--- src/rtl/uart_cmd_pkg.sv ---
// Shared constants for the UART command parser: ASCII codes, FSM encoding, error codes.
// Lowercase command folding is used only when UART_CMD_LOWER_EN is defined.
package uart_cmd_pkg;

   localparam logic [7:0] CH_R  = 8'h52;
   localparam logic [7:0] CH_C  = 8'h43;
   localparam logic [7:0] CH_M  = 8'h4D;
   localparam logic [7:0] CH_S  = 8'h53;
   localparam logic [7:0] CH_CR = 8'h0D;
   localparam logic [7:0] CH_LF = 8'h0A;
   localparam logic [7:0] CH_0  = 8'h30;
   localparam logic [7:0] CH_9  = 8'h39;

   localparam logic [1:0] ST_IDLE    = 2'd0;
   localparam logic [1:0] ST_COLLECT = 2'd1;
   localparam logic [1:0] ST_WAIT_CR = 2'd2;

   typedef enum logic [1:0] {
      IDLE    = ST_IDLE,
      COLLECT = ST_COLLECT,
      WAIT_CR = ST_WAIT_CR
   } state_e;

   localparam logic [1:0] ERR_CHAR    = 2'd1;
   localparam logic [1:0] ERR_RANGE   = 2'd2;
   localparam logic [1:0] ERR_TIMEOUT = 2'd3;

   localparam int unsigned NUM_DIGITS = 6;

   // Maps the lowercase command letters onto their uppercase forms; everything else passes through.
   function automatic logic [7:0] fold_cmd_case(input logic [7:0] b);
      case (b)
         8'h72:   return CH_R;
         8'h63:   return CH_C;
         8'h6D:   return CH_M;
         8'h73:   return CH_S;
         default: return b;
      endcase
   endfunction

   function automatic logic [6:0] two_digit(input logic [3:0] hi, input logic [3:0] lo);
      return (7'({3'b000, hi}) * 7'd10) + 7'({3'b000, lo});
   endfunction

endpackage

--- src/rtl/uart_cmd_parser_timer.sv ---
// Inter-byte timeout counter: clears on clr_i, counts while en_i, pulses expire_o on its last count.
module cmd_timeout_timer #(
   parameter int unsigned TIMEOUT_CYCLES = 100_000_000,
   parameter int unsigned CNT_W          = $clog2(TIMEOUT_CYCLES)
) (
   input  logic clk,
   input  logic rst,
   input  logic clr_i,
   input  logic en_i,
   output logic expire_o
);

   localparam logic [CNT_W-1:0] LAST = CNT_W'(TIMEOUT_CYCLES - 1);

   logic [CNT_W-1:0] cnt_q;
   logic [CNT_W-1:0] cnt_d;

   always_comb begin
      cnt_d = cnt_q;
      if (clr_i) begin
         cnt_d = '0;
      end else if (en_i) begin
         cnt_d = (cnt_q == LAST) ? '0 : cnt_q + CNT_W'(1);
      end
   end

   always_ff @(posedge clk) begin
      if (rst) begin
         cnt_q <= '0;
      end else begin
         cnt_q <= cnt_d;
      end
   end

   // A clear in the same cycle means a byte arrived, and the byte takes precedence.
   assign expire_o = en_i && !clr_i && (cnt_q == LAST);

endmodule

--- src/rtl/uart_cmd_parser.sv ---
// ASCII command decoder behind uart_rx: R/C/M pulses and "S"+HHMMSS+CR time setting.
// Define UART_CMD_LOWER_EN to also accept lowercase r/c/m/s.
module uart_cmd_parser
   import uart_cmd_pkg::*;
#(
   parameter int unsigned TIMEOUT_CYCLES = 100_000_000,
   parameter int unsigned CNT_W          = $clog2(TIMEOUT_CYCLES)
) (
   input  logic       clk,
   input  logic       rst,
   input  logic [7:0] rx_data,
   input  logic       rx_done,
   output logic       cmd_run_stop,
   output logic       cmd_clear,
   output logic       cmd_mode,
   output logic       set_valid,
   output logic [4:0] set_hour,
   output logic [5:0] set_min,
   output logic [5:0] set_sec,
   output logic       err,
   output logic [1:0] err_code
);

   // rx_done is a one-cycle strobe with no backpressure: rx_data is consumed exactly in that cycle.
   logic [7:0] byte_c;
`ifdef UART_CMD_LOWER_EN
   assign byte_c = fold_cmd_case(rx_data);
`else
   assign byte_c = rx_data;
`endif

   state_e                        state_q, state_d;
   logic [2:0]                    idx_q, idx_d;
   logic [NUM_DIGITS-1:0][3:0]    digit_q, digit_d;
   logic                          run_q, run_d;
   logic                          clear_q, clear_d;
   logic                          mode_q, mode_d;
   logic                          setv_q, setv_d;
   logic                          err_q, err_d;
   logic [1:0]                    code_q, code_d;
   logic [4:0]                    hour_q, hour_d;
   logic [5:0]                    min_q, min_d;
   logic [5:0]                    sec_q, sec_d;

   logic       expire;
   logic       is_digit;
   logic [6:0] hour_v, min_v, sec_v;
   logic       in_range;

   cmd_timeout_timer #(
      .TIMEOUT_CYCLES(TIMEOUT_CYCLES),
      .CNT_W         (CNT_W)
   ) u_timer (
      .clk     (clk),
      .rst     (rst),
      .clr_i   (rx_done || (state_q == IDLE)),
      .en_i    (state_q != IDLE),
      .expire_o(expire)
   );

   // '0'..'9' carry their value in the low nibble, so no subtraction is needed.
   assign is_digit = (byte_c >= CH_0) && (byte_c <= CH_9);
   assign hour_v   = two_digit(digit_q[0], digit_q[1]);
   assign min_v    = two_digit(digit_q[2], digit_q[3]);
   assign sec_v    = two_digit(digit_q[4], digit_q[5]);
   assign in_range = (hour_v <= 7'd23) && (min_v <= 7'd59) && (sec_v <= 7'd59);

   always_comb begin
      state_d = state_q;
      idx_d   = idx_q;
      digit_d = digit_q;
      run_d   = 1'b0;
      clear_d = 1'b0;
      mode_d  = 1'b0;
      setv_d  = 1'b0;
      err_d   = 1'b0;
      code_d  = code_q;
      hour_d  = hour_q;
      min_d   = min_q;
      sec_d   = sec_q;

      if (rx_done) begin
         case (state_q)
            IDLE: begin
               if (byte_c == CH_R) begin
                  run_d = 1'b1;
               end else if (byte_c == CH_C) begin
                  clear_d = 1'b1;
               end else if (byte_c == CH_M) begin
                  mode_d = 1'b1;
               end else if (byte_c == CH_S) begin
                  idx_d   = 3'd0;
                  state_d = COLLECT;
               end else if ((byte_c != CH_CR) && (byte_c != CH_LF)) begin
                  err_d  = 1'b1;
                  code_d = ERR_CHAR;
               end
            end
            COLLECT: begin
               if (is_digit) begin
                  digit_d[idx_q] = byte_c[3:0];
                  idx_d          = idx_q + 3'd1;
                  if (idx_q == 3'd5) begin
                     state_d = WAIT_CR;
                  end
               end else if (byte_c == CH_S) begin
                  idx_d = 3'd0;
               end else begin
                  err_d   = 1'b1;
                  code_d  = ERR_CHAR;
                  state_d = IDLE;
               end
            end
            WAIT_CR: begin
               if (byte_c == CH_CR) begin
                  state_d = IDLE;
                  if (in_range) begin
                     setv_d = 1'b1;
                     hour_d = hour_v[4:0];
                     min_d  = min_v[5:0];
                     sec_d  = sec_v[5:0];
                  end else begin
                     err_d  = 1'b1;
                     code_d = ERR_RANGE;
                  end
               end else if (byte_c == CH_S) begin
                  idx_d   = 3'd0;
                  state_d = COLLECT;
               end else begin
                  err_d   = 1'b1;
                  code_d  = ERR_CHAR;
                  state_d = IDLE;
               end
            end
            default: state_d = IDLE;
         endcase
      end else if (expire) begin
         err_d   = 1'b1;
         code_d  = ERR_TIMEOUT;
         state_d = IDLE;
      end
   end

   always_ff @(posedge clk) begin
      if (rst) begin
         state_q <= IDLE;
         idx_q   <= '0;
         digit_q <= '0;
         run_q   <= 1'b0;
         clear_q <= 1'b0;
         mode_q  <= 1'b0;
         setv_q  <= 1'b0;
         err_q   <= 1'b0;
         code_q  <= '0;
         hour_q  <= '0;
         min_q   <= '0;
         sec_q   <= '0;
      end else begin
         state_q <= state_d;
         idx_q   <= idx_d;
         digit_q <= digit_d;
         run_q   <= run_d;
         clear_q <= clear_d;
         mode_q  <= mode_d;
         setv_q  <= setv_d;
         err_q   <= err_d;
         code_q  <= code_d;
         hour_q  <= hour_d;
         min_q   <= min_d;
         sec_q   <= sec_d;
      end
   end

   assign cmd_run_stop = run_q;
   assign cmd_clear    = clear_q;
   assign cmd_mode     = mode_q;
   assign set_valid    = setv_q;
   assign set_hour     = hour_q;
   assign set_min      = min_q;
   assign set_sec      = sec_q;
   assign err          = err_q;
   assign err_code     = code_q;

endmodule

--- config.mk ---
export PLATFORM = sky130hd
export DESIGN_NAME = uart_cmd_parser
export DESIGN_NICKNAME = d
export VERILOG_FILES = /design/src/rtl/uart_cmd_pkg.sv /design/src/rtl/uart_cmd_parser_timer.sv /design/src/rtl/uart_cmd_parser.sv
export SDC_FILE = /design/constraint.sdc
export NUM_CORES = 1
export LEC_CHECK = 0
export ABC_AREA = 1
export CAP_MARGIN = 5
export CELL_PAD_IN_SITES_DETAIL_PLACEMENT = 0
export CELL_PAD_IN_SITES_GLOBAL_PLACEMENT = 1
export CORE_ASPECT_RATIO = 0.75
export CORE_MARGIN = 8
export CORE_UTILIZATION = 43
export DETAILED_ROUTE_END_ITERATION = 8
export PLACE_DENSITY = 0.9
export SLEW_MARGIN = 20
export SYNTH_ARGS = -nofsm -noshare
export SYNTH_HDL_FRONTEND = slang
export SYNTH_HIERARCHICAL = 1
export SYNTH_SLANG_ARGS = --single-unit
--- constraint.sdc ---
create_clock -name clk -period 3.6 [get_ports clk]
set_clock_uncertainty 0.2 [all_clocks]
set_input_delay 0.9 -clock clk [delete_from_list [all_inputs] [get_ports clk]]
set_output_delay 0.9 -clock clk [all_outputs]
set_load 0.02 [all_outputs]
==> out/metrics.yaml <==
timing:
  setup_tns_ps: 0
  min_period_ps: 2990
  fmax_ghz: 0.334
  setup_slack_ps: 607
  worstMarginPinSlew_ps: 485
  setup_violations: 0
  rsz0062_at_grt: "false"
  slew_headroom_pct: 67.6
  fin_crit_sh_pct: 83.1
  slew_viol_final: 0
  report.final.hold_viol_count: 0
worst_setup_path:
  endpoint_kind: "register"
  critPathKind: "reg -> reg"
  start_kind: "register"
  cp.arrival_ps: 3020
  path_max_fanout: 20
  cp.required_ps: 3630
outcome:
  outcome: "finished clean"
drt:
  postRouteAntennaNets: 0
  drt_iter0_drc: 437
  wl_per_cell_um: 13.2
  wl_mm: 11.9
  vias: 4575
  drc: 0
  drtPass1Iterations: 4
  viasPerCell: 5.07
logic_synthesis:
  yosysWarnings: 6
  synth_cell_types: 37
  synth-async-reset-ratio_pct: 0
  synthCells: 715
  synth.largest_area_cell: "dfxtp_1"
  synth_fp_nets: 758
  synth_area_um2: 4930
  synth.yosys.seq_area_share_pct: 32.5
  synth_ff_type: "dfxtp_1"
  yosys-top-cells-area: "dfxtp_1 32%, nand2_1 12%, inv_1 7.4%"
  syn_avg_cell_area_um2: 6.90
  ys_seq_elements: 80
  synth-edff-count: 0
  yosysTopAreaCellShare_pct: 32.5
global_routing:
  grt_pass1_wl_mm: 20.5
  groute.usage.overall_pct: 16.4
  antenna_found_initial: 0
  grt_pass1_vias: 4218
  grt_overflow: 0
  grt_max_degree: 46
run:
  maxCapViolCount: 0
cells_and_area:
  nets: 796
  area_delta_synth_final_pct: 15.6
  instances_no_fill: 902
  antenna_cells: 0
  final_layout_size_suffix_gt1_share_pct: 9.37
floorplanning:
  coreArea_um2: 11400
  start_util_pct: 43.3
  die_y_um: 109
  io_pins: 35
  die_area_um2: 15200
  fp.dieW_um: 140
  rows: 34
placement:
  dpl.cell_count: 886
  port_buffers: 34
  gp_congestion: 0.917
  place_ws_ps: 502
  hpwl_mm: 9.26
cts:
  ctsHoldBuffers: 0
  cts.htree.levels: 3
  cts-resized-gates: 0
  insertion_delay_ps: 340
  tritoncts: "built"
  cts.path.max_buffers: 2
  path_clk_slew_ps: 60
  cts_num_sinks: 80
  cts_setup_buffers: 0
  cts-root-buf: "clkbuf_16"
  numCtsBuffers: 9
hold_path:
  hold_path.class: "reg -> reg"
power_and_ir_drop:
  p_per_area_nw_per_um2: 331
  peakVddDrop_mv: 0.212
  cellLeakagePower_nw: 2.51
[per-stage QoR]
stage	power, mW	area [um2]	hold WS, ps	util (%)
6_report	1.89	5700	289	50.0
2_1_floorplan	0.997	4930	262	-
3_5_place_dp	1.04	5420	288	47.6
4_1_cts	1.91	5700	292	50.0
5_1_grt	1.96	5700	301	50.0
3_3_place_gp	1.04	5420	281	47.6
[path summary, 6_finish.rpt]
path	start	to	slack, ps	depth (start not counted)
hold / removal	digit_q[4]	set_hour[0]	290	2
setup / recovery	digit_q[9]	err_code[0]	610	13
setup reg to reg	digit_q[9]	err_code[0]	610	13
hold reg to reg	digit_q[4]	set_hour[0]	290	2
[sequential cells by signal, indices dropped and copies added, names as in the netlist, 2 cells and up]
| register | cells |
|---|---|
| digit_q | 24 |
| err_code | 2 |
| idx_q | 3 |
| set_hour | 5 |
| set_min | 6 |
| set_sec | 6 |
| state_q | 2 |
| u_timer/cnt_q | 27 |
[area by class of cell]
class / instances / area (um2)
flip-flops and latches: 80 / 1600
well taps: 144 / 180
repair buffers: 39 / 378
inverters: 108 / 410
fillers: 1123 / 5700
clock inverters: 7 / 56.3
clock buffers: 9 / 225
multi-input cells: 515 / 2850
[cells in the mapped netlist, drive strengths merged, types with 3 or more instances]
| library cell | n |
|---|---|
| clkbuf | 7 |
| nand3b | 3 |
| nand4 | 16 |
| nor2 | 121 |
| fa | 6 |
| nor3 | 19 |
| buf | 5 |
| a21oi | 52 |
| xnor2 | 6 |
| inv | 106 |
| nand2 | 165 |
| dfxtp | 80 |
| o21ai | 34 |
| ha | 26 |
| xor2 | 6 |
| nand3 | 50 |
[cells by family (layout without fill, tap and decap cells)]
family	count (synthesis)	after routing	share of synthesized area, %
fa+ha+maj	32	32	9.03
xor+xnor	12	12	2.13
mux	1	1	0.203
compound gates	92	92	9.63
buf+inv	120	163	9.74
flops	80	80	32.5
simple gates	378	378	36.8
[critical path: stages (launching register included)]
cell	delay (ps)
dfxtp_1	440
ha_1	280
ha_1	210
inv_1	60
fa_1	450
nor2_1	160
nand3_1	110
nand3_1	80
nand3_1	70
nor2_1	210
nand4_2	120
buf_4	230
a21oi_1	180
nor2_1	70
[layer usage]
metal / global-route usage (%) / up-vias / part of all wire, %
met1: 23.1 / 2064 / 52
met4: 4.48 / 0 / 1.1
met3: 4.77 / 11 / 7.7
li1: - / 2363 / -
met5: 0 / - / 0
met2: 24.1 / 137 / 39
[cells in the final DEF, fill, tap and decap left out, types with 3 or more instances in the layout]
cell type          n
a21oi_1           52
buf_4              5
clkbuf_16          9
clkdlybuf4s50_1   34
clkinv_4           3
dfxtp_1           80
fa_1               6
ha_1              26
inv_1             97
inv_2              7
nand2_1          162
nand3_1           47
nand3b_1           3
nand4_1           15
nor2_1            97
nor2_2            16
nor2_4             6
nor3_1            10
nor3_4             7
o21ai_0           34
xnor2_1            6
xor2_1             6
[where the power goes]
part	internal (mW)	switching (mW)
Clock	0.474	0.391
Sequential	0.891	0.00513
Combinational	0.0421	0.0860
Total	1.41	0.482
Power figures use the tool's default switching activity.
